### src/rtl/irig_b_frame_sched_if.sv
// irig_b_frame_sched_if
// Bundles the PPS/time-of-day inputs and the B-code/monitor outputs of the
// IRIG-B frame scheduler.
//   master : time source / observer side (drives pps, time fields)
//   slave  : scheduler side (drives b_code_out, moni_b_code_out, sym_index,
//            frame_start, slip)
interface irig_b_frame_sched_if;
  logic       pps;
  logic       time_valid;
  logic [6:0] sec_bcd;
  logic [6:0] min_bcd;
  logic [5:0] hour_bcd;
  logic [9:0] day_bcd;

  logic       b_code_out;
  logic [7:0] moni_b_code_out;
  logic [6:0] sym_index;
  logic       frame_start;
  logic       slip;

  modport master (
    output pps, time_valid, sec_bcd, min_bcd, hour_bcd, day_bcd,
    input  b_code_out, moni_b_code_out, sym_index, frame_start, slip
  );

  modport slave (
    input  pps, time_valid, sec_bcd, min_bcd, hour_bcd, day_bcd,
    output b_code_out, moni_b_code_out, sym_index, frame_start, slip
  );
endinterface

### src/rtl/irig_b_frame_sched.sv
// irig_b_frame_sched
// Captures BCD time-of-day on each PPS and emits the 100-symbol IRIG-B frame,
// one P/0/1 symbol per (cnt_10ms_max+1) clocks, as a PWM level plus an 8-bit
// monitor code.
// Ports:
//   pll_c0 : system clock (rising edge)
//   rst    : synchronous active-high reset
//   bus    : irig_b_frame_sched_if.slave (pps, time_valid, BCD time in;
//            b_code_out, moni_b_code_out, sym_index, frame_start, slip out)
// Optional feature: define IRIG_B_SBS_EN to emit straight-binary seconds of
// day at symbols 80-88 / 90-97.
module irig_b_frame_sched #(
  parameter logic [31:0] cnt_10ms_max = 32'd1_249_999,
  parameter logic [31:0] cnt_8ms_max  = 32'd999_999,
  parameter logic [31:0] cnt_5ms_max  = 32'd624_999,
  parameter logic [31:0] cnt_2ms_max  = 32'd249_999
) (
  input logic                  pll_c0,
  input logic                  rst,
  irig_b_frame_sched_if.slave  bus
);

  typedef enum logic [1:0] {StIdle, StRun, StWait} state_e;

  state_e      state_q, state_d;
  logic [31:0] cnt_q, cnt_d;
  logic [6:0]  sym_q, sym_d;
  logic [6:0]  sec_q, sec_d, min_q, min_d;
  logic [5:0]  hour_q, hour_d;
  logic [9:0]  day_q, day_d;

  logic        b_code_q, b_code_d;
  logic [7:0]  moni_q, moni_d;
  logic        frame_start_q, frame_start_d;
  logic        slip_q, slip_d;

  logic        start, abort;
  logic [99:0] frame_bits;
  logic        sym_p, sym_one;
  logic [31:0] hi_limit;

  assign start = bus.pps & bus.time_valid;
  assign abort = bus.pps & ~bus.time_valid;

`ifdef IRIG_B_SBS_EN
  logic [16:0] sbs_q, sbs_d;
  logic [16:0] h_bin, m_bin, s_bin;

  // Derived from the shadow register, so it settles one cycle into the frame.
  always_comb begin
    h_bin = 17'(hour_q[5:4]) * 17'd10 + 17'(hour_q[3:0]);
    m_bin = 17'(min_q[6:4])  * 17'd10 + 17'(min_q[3:0]);
    s_bin = 17'(sec_q[6:4])  * 17'd10 + 17'(sec_q[3:0]);
    sbs_d = h_bin * 17'd3600 + m_bin * 17'd60 + s_bin;
  end

  always_ff @(posedge pll_c0) begin
    if (rst) sbs_q <= '0;
    else     sbs_q <= sbs_d;
  end
`endif

  // Next-state: start wins over everything, abort next, then the symbol timer.
  always_comb begin
    state_d       = state_q;
    cnt_d         = cnt_q;
    sym_d         = sym_q;
    sec_d         = sec_q;
    min_d         = min_q;
    hour_d        = hour_q;
    day_d         = day_q;
    frame_start_d = 1'b0;
    slip_d        = 1'b0;
    if (start) begin
      sec_d         = bus.sec_bcd;
      min_d         = bus.min_bcd;
      hour_d        = bus.hour_bcd;
      day_d         = bus.day_bcd;
      state_d       = StRun;
      cnt_d         = '0;
      sym_d         = '0;
      frame_start_d = 1'b1;
      // A PPS during the last symbol is ordinary clock drift, not a slip.
      slip_d        = (state_q == StRun) && (sym_q != 7'd99);
    end else if (abort) begin
      state_d = StIdle;
      cnt_d   = '0;
      sym_d   = '0;
    end else if (state_q == StRun) begin
      if (cnt_q == cnt_10ms_max) begin
        cnt_d = '0;
        if (sym_q == 7'd99) begin
          state_d = StWait;
          sym_d   = '0;
        end else begin
          sym_d = sym_q + 7'd1;
        end
      end else begin
        cnt_d = cnt_q + 32'd1;
      end
    end
  end

  // Frame content for the symbol about to be output; fields LSB-first.
  always_comb begin
    frame_bits        = '0;
    frame_bits[4:1]   = sec_d[3:0];
    frame_bits[8:6]   = sec_d[6:4];
    frame_bits[13:10] = min_d[3:0];
    frame_bits[17:15] = min_d[6:4];
    frame_bits[23:20] = hour_d[3:0];
    frame_bits[26:25] = hour_d[5:4];
    frame_bits[33:30] = day_d[3:0];
    frame_bits[38:35] = day_d[7:4];
    frame_bits[41:40] = day_d[9:8];
`ifdef IRIG_B_SBS_EN
    frame_bits[88:80] = sbs_q[8:0];
    frame_bits[97:90] = sbs_q[16:9];
`endif
  end

  always_comb begin
    sym_p   = sym_d inside {7'd0, 7'd9, 7'd19, 7'd29, 7'd39, 7'd49,
                            7'd59, 7'd69, 7'd79, 7'd89, 7'd99};
    sym_one = frame_bits[sym_d];
    if (sym_p)        hi_limit = cnt_8ms_max;
    else if (sym_one) hi_limit = cnt_5ms_max;
    else              hi_limit = cnt_2ms_max;

    b_code_d = 1'b0;
    moni_d   = 8'h00;
    if (state_d == StRun) begin
      b_code_d = (cnt_d <= hi_limit);
      if (sym_p)        moni_d = 8'h70;
      else if (sym_one) moni_d = 8'h31;
      else              moni_d = 8'h30;
    end
  end

  always_ff @(posedge pll_c0) begin
    if (rst) begin
      state_q       <= StIdle;
      cnt_q         <= '0;
      sym_q         <= '0;
      sec_q         <= '0;
      min_q         <= '0;
      hour_q        <= '0;
      day_q         <= '0;
      b_code_q      <= 1'b0;
      moni_q        <= 8'h00;
      frame_start_q <= 1'b0;
      slip_q        <= 1'b0;
    end else begin
      state_q       <= state_d;
      cnt_q         <= cnt_d;
      sym_q         <= sym_d;
      sec_q         <= sec_d;
      min_q         <= min_d;
      hour_q        <= hour_d;
      day_q         <= day_d;
      b_code_q      <= b_code_d;
      moni_q        <= moni_d;
      frame_start_q <= frame_start_d;
      slip_q        <= slip_d;
    end
  end

  assign bus.b_code_out      = b_code_q;
  assign bus.moni_b_code_out = moni_q;
  assign bus.sym_index       = sym_q;
  assign bus.frame_start     = frame_start_q;
  assign bus.slip            = slip_q;

endmodule

### src/flat_wrapper.sv
// flat-port wrapper written by rule: the top's interface ports become plain ports
module irig_b_frame_sched_flat 
#(
  parameter logic [31:0] cnt_10ms_max = 32'd1_249_999,
  parameter logic [31:0] cnt_8ms_max  = 32'd999_999,
  parameter logic [31:0] cnt_5ms_max  = 32'd624_999,
  parameter logic [31:0] cnt_2ms_max  = 32'd249_999
)
  (pll_c0, rst, bus_pps, bus_time_valid, bus_sec_bcd, bus_min_bcd, bus_hour_bcd, bus_day_bcd, bus_b_code_out, bus_moni_b_code_out, bus_sym_index, bus_frame_start, bus_slip);
  irig_b_frame_sched_if bus_i ();
  input logic pll_c0;
  input logic rst;
  input wire logic [$bits(bus_i.pps)-1:0] bus_pps;
  input wire logic [$bits(bus_i.time_valid)-1:0] bus_time_valid;
  input wire logic [$bits(bus_i.sec_bcd)-1:0] bus_sec_bcd;
  input wire logic [$bits(bus_i.min_bcd)-1:0] bus_min_bcd;
  input wire logic [$bits(bus_i.hour_bcd)-1:0] bus_hour_bcd;
  input wire logic [$bits(bus_i.day_bcd)-1:0] bus_day_bcd;
  output wire logic [$bits(bus_i.b_code_out)-1:0] bus_b_code_out;
  output wire logic [$bits(bus_i.moni_b_code_out)-1:0] bus_moni_b_code_out;
  output wire logic [$bits(bus_i.sym_index)-1:0] bus_sym_index;
  output wire logic [$bits(bus_i.frame_start)-1:0] bus_frame_start;
  output wire logic [$bits(bus_i.slip)-1:0] bus_slip;
  assign bus_i.pps = bus_pps;
  assign bus_i.time_valid = bus_time_valid;
  assign bus_i.sec_bcd = bus_sec_bcd;
  assign bus_i.min_bcd = bus_min_bcd;
  assign bus_i.hour_bcd = bus_hour_bcd;
  assign bus_i.day_bcd = bus_day_bcd;
  assign bus_b_code_out = bus_i.b_code_out;
  assign bus_moni_b_code_out = bus_i.moni_b_code_out;
  assign bus_sym_index = bus_i.sym_index;
  assign bus_frame_start = bus_i.frame_start;
  assign bus_slip = bus_i.slip;
  irig_b_frame_sched #(.cnt_10ms_max(cnt_10ms_max), .cnt_8ms_max(cnt_8ms_max), .cnt_5ms_max(cnt_5ms_max), .cnt_2ms_max(cnt_2ms_max)) u_core (.pll_c0(pll_c0), .rst(rst), .bus(bus_i));
endmodule
### config.mk
export PLATFORM = sky130hd
export DESIGN_NAME = irig_b_frame_sched_flat
export DESIGN_NICKNAME = d
export VERILOG_FILES = /design/src/rtl/irig_b_frame_sched_if.sv /design/src/rtl/irig_b_frame_sched.sv /design/src/flat_wrapper.sv
export SDC_FILE = /design/constraint.sdc
export NUM_CORES = 1
export LEC_CHECK = 0
export BUFFER_PORTS_ARGS = -buffer_cell sky130_fd_sc_hd__buf_2
export CORE_MARGIN = 2
export CORE_UTILIZATION = 50
export CTS_CLUSTER_SIZE = 30
export DETAILED_ROUTE_END_ITERATION = 7
export GPL_ROUTABILITY_DRIVEN = 0
export PLACE_DENSITY = 0.72
export SETUP_SLACK_MARGIN = 0.05
export SLEW_MARGIN = 20
export SYNTH_ARGS = -nofsm -noshare
export SYNTH_HDL_FRONTEND = slang
export SYNTH_SLANG_ARGS = --single-unit
### constraint.sdc
create_clock -name pll_c0 -period 4.75 [get_ports pll_c0]
set_clock_uncertainty 0.05 [all_clocks]
set_input_delay 0.2375 -clock pll_c0 [delete_from_list [all_inputs] [get_ports pll_c0]]
set_output_delay 0.2375 -clock pll_c0 [all_outputs]
set_load 0.05 [all_outputs]
==> metrics.txt <==
worst reg-to-reg setup slack 0.22 ns; Hold Path Sink u_core.day_q[1]; most common cell after layout, fill and taps aside nor2_1; initial antenna violation count 0; first-pass GRT wire length 20,800 µm; Vias 4,667; Slew @ Worst Pin 0.916 ns; Post-synth top flop dfxtp_1; Layout Nets 704; Clock Latency Late Sink 0.37 ns; Worst Path Required 4.99 ns; status complete, no violations; commonest cells after routing, fill and taps aside nor2_1 (75), nand2_1 (66), dfxtp_1 (65), buf_2 (47); Cells after Synth 598; leakage power 2.18 nW; vias in the first global route 4,376; fillers 802; ys async rst share 0; Seq/Total Area, Yosys 0.323; post-route DRC violation count 0; Setup crit end kind flip-flop; Die Y 102 µm; ant diodes 0; Psw 0.344 mW; Final Hold Viols 0; Post-Synthesis Cell Area 0.00477 mm²; gr ovfl total 0; total power 1.28 mW; slew margin rel. 0.383; final core occ 0.614; placed cell count 767; total of max-cap violations 0; via/cell ratio 5.92; worst-case clock buffer depth 2; arrival time worst endpoint 4.77 ns; reg2reg start u_core.cnt_q[11]; EDFF count, synth 0; routed wire length 13,100 µm; worst slack, placed 0.0736 ns; Int Pwr 0.941 mW; Clock Pin Slew Worst Setup and Hold Paths 0.09 ns; Tmin final 4.53 ns; met2 usage 0.443; Clock Tree Root clkbuf_8; FP Rows 35; CP Max Fanout 5; Final Setup Violations 0; syn_area_per_cell 7.97 µm²; synth unique cells 68; die area 0.0103 mm²; gr usage total 0.254; DRT antenna net count 0; Comb pwr share 0.084; CTS Sinks 77; Area contributors post-synth dfxtp_1 (32%), nor2_1 (5.9%), nand2_1 (5.4%), mux2i_1 (4.8%), ha_1 (4.2%); Net Sw Frac 0.268; worst vdd ir 0.198 mV; M1 GR Usage 0.302; Seq pwr share 0.517; CTS buffer count 9; Die W 102 µm; yosys warns 0; CTS tree done; PwrDens 226 mW/mm²; Pre-antenna DRT Iters 5; Hold Path Depth 3; reg2reg path depth 17; Initial Util 0.516; htree depth 3; core area 0.00924 mm²; I/O pins 52; Non-Filler Instances 788; Worst R2R End u_core.bus.b_code_out; final worst slack 0.217 ns; TNS Setup 0 ns; most used routing layer met2; hold path start bus_day_bcd[1]; post-DP HPWL 9470 µm; Worst Hold Class in2reg; clock share of power 0.399; top-area cell type share of the netlist area 0.323; Synth-to-Final Area Change 19.1%; Peak Freq 221 MHz; Slew Limit Fails 0; pin count of the biggest net entering global routing 55; Synth Register Bits 77; M3 GR Usage 0.0635; share of layout cells above drive strength 1 0.232; Port Buffers 47; Routed WL per cell 16.7 µm; Synth area leader dfxtp_1; fin crit share 0.954; CP Class reg2reg; startpoint types flip-flop; Iteration-0 DRC Markers 371
## registers in the layout, summed over array words and instances, names as in the netlist
name / flops
u_core.min_q: 7
u_core.day_q: 10
u_core.bus.moni_b_code_out: 3
u_core.sec_q: 7
u_core.bus.slip: 1
u_core.hour_q: 6
u_core.bus.frame_start: 1
u_core.state_q: 2
u_core.cnt_q: 32
u_core.bus.b_code_out: 1
u_core.bus.sym_index: 7
## critical path: stages (launching register included)
cell       delay (ns)
dfxtp_2          0.35
nor4b_4          0.39
nand4_4          0.18
buf_4            0.21
nor4_2           0.40
a21oi_1          0.15
a311oi_1         0.62
nand4_1          0.19
a41o_1           0.33
and4b_1          0.21
ha_1             0.30
a21o_1           0.16
a21o_1           0.17
a21oi_1          0.15
o21ai_1          0.08
a22oi_1          0.15
o2111ai_1        0.13
a211oi_1         0.24
## power by group through the flow
stage | combinational (mW) | clock [mW] | sequential [mW]
6_report | 0.108 | 0.513 | 0.664
5_1_grt | 0.117 | 0.545 | 0.665
4_1_cts | 0.106 | 0.523 | 0.665
3_5_place_dp | 0.105 | 0 | 0.681
3_3_place_gp | 0.104 | 0 | 0.680
2_1_floorplan | 0.0677 | 0 | 0.686
## layout make-up
cell class                      count  area, µm²  area share
Tap cell                          129        161      0.0284
Clock inverter                      6       70.1      0.0123
Multi-Input combinational cell    477       3230       0.570
Sequential cell                    77       1560       0.276
Clock buffer                       10        128      0.0225
Inverter                            9       33.8     0.00595
Timing Repair Buffer               80        485      0.0855
## cells by family after synthesis
| group | Yosys count | synth area share |
|---|---|---|
| compound gates | 96 | 0.136 |
| xor+xnor | 35 | 0.0643 |
| fa+ha+maj | 16 | 0.0420 |
| buf+inv | 47 | 0.0428 |
| flops | 77 | 0.323 |
| mux | 28 | 0.0601 |
| other cells | 1 | 0.000787 |
| simple gates | 298 | 0.330 |
## cell usage after synthesis (6+ instances only)
cell type and n:
a21o_1 6, a21oi_1 33, and2_1 12, and3_1 9
buf_4 6, clkbuf_1 27, dfxtp_1 77, ha_1 16
inv_1 9, mux2i_1 23, nand2_1 68, nand3_1 25
nand4_1 15, nor2_1 75, nor2b_1 8, nor3_1 30
nor4_1 11, o211ai_1 9, o21ai_0 15, or3_1 8
xnor2_1 20, xor2_1 15
## worst max-delay path by stage
stage / startpoint / endpoint / cells past startpoint
after CTS: u_core.cnt_q[16] / u_core.bus.b_code_out / 18
final: u_core.cnt_q[11] / u_core.bus.b_code_out / 17
after detailed placement: u_core.cnt_q[16] / u_core.bus.b_code_out / 17
after floorplan: u_core.bus.sym_index[6] / u_core.bus.b_code_out / 17
after global routing: u_core.state_q[0] / u_core.bus.b_code_out / 18
after global placement: u_core.cnt_q[16] / u_core.bus.b_code_out / 17
## through the flow
stage               hold WS, ns  area (µm²)
global route             0.0339        5680
finish                   0.0425        5680
CTS                      0.0345        5440
global placement          0.383        5220
detailed placement        0.393        5220
floorplan                 0.323        4780
## timing repair
item	CTS	global route
pin swaps	0	12
endpoints found under the hold margin	1	0
gates resized for setup	3	48
setup endpoints to repair	1	1
setup buffers	0	4
hold buffers	1	0
## per-layer routing
layer / wire [µm] / share of wire
met1: 5490 / 0.42
met2: 6540 / 0.50
met3: 722 / 0.055
met4: 382 / 0.029
met5: 0 / 0
Power figures use the tool's default switching activity.
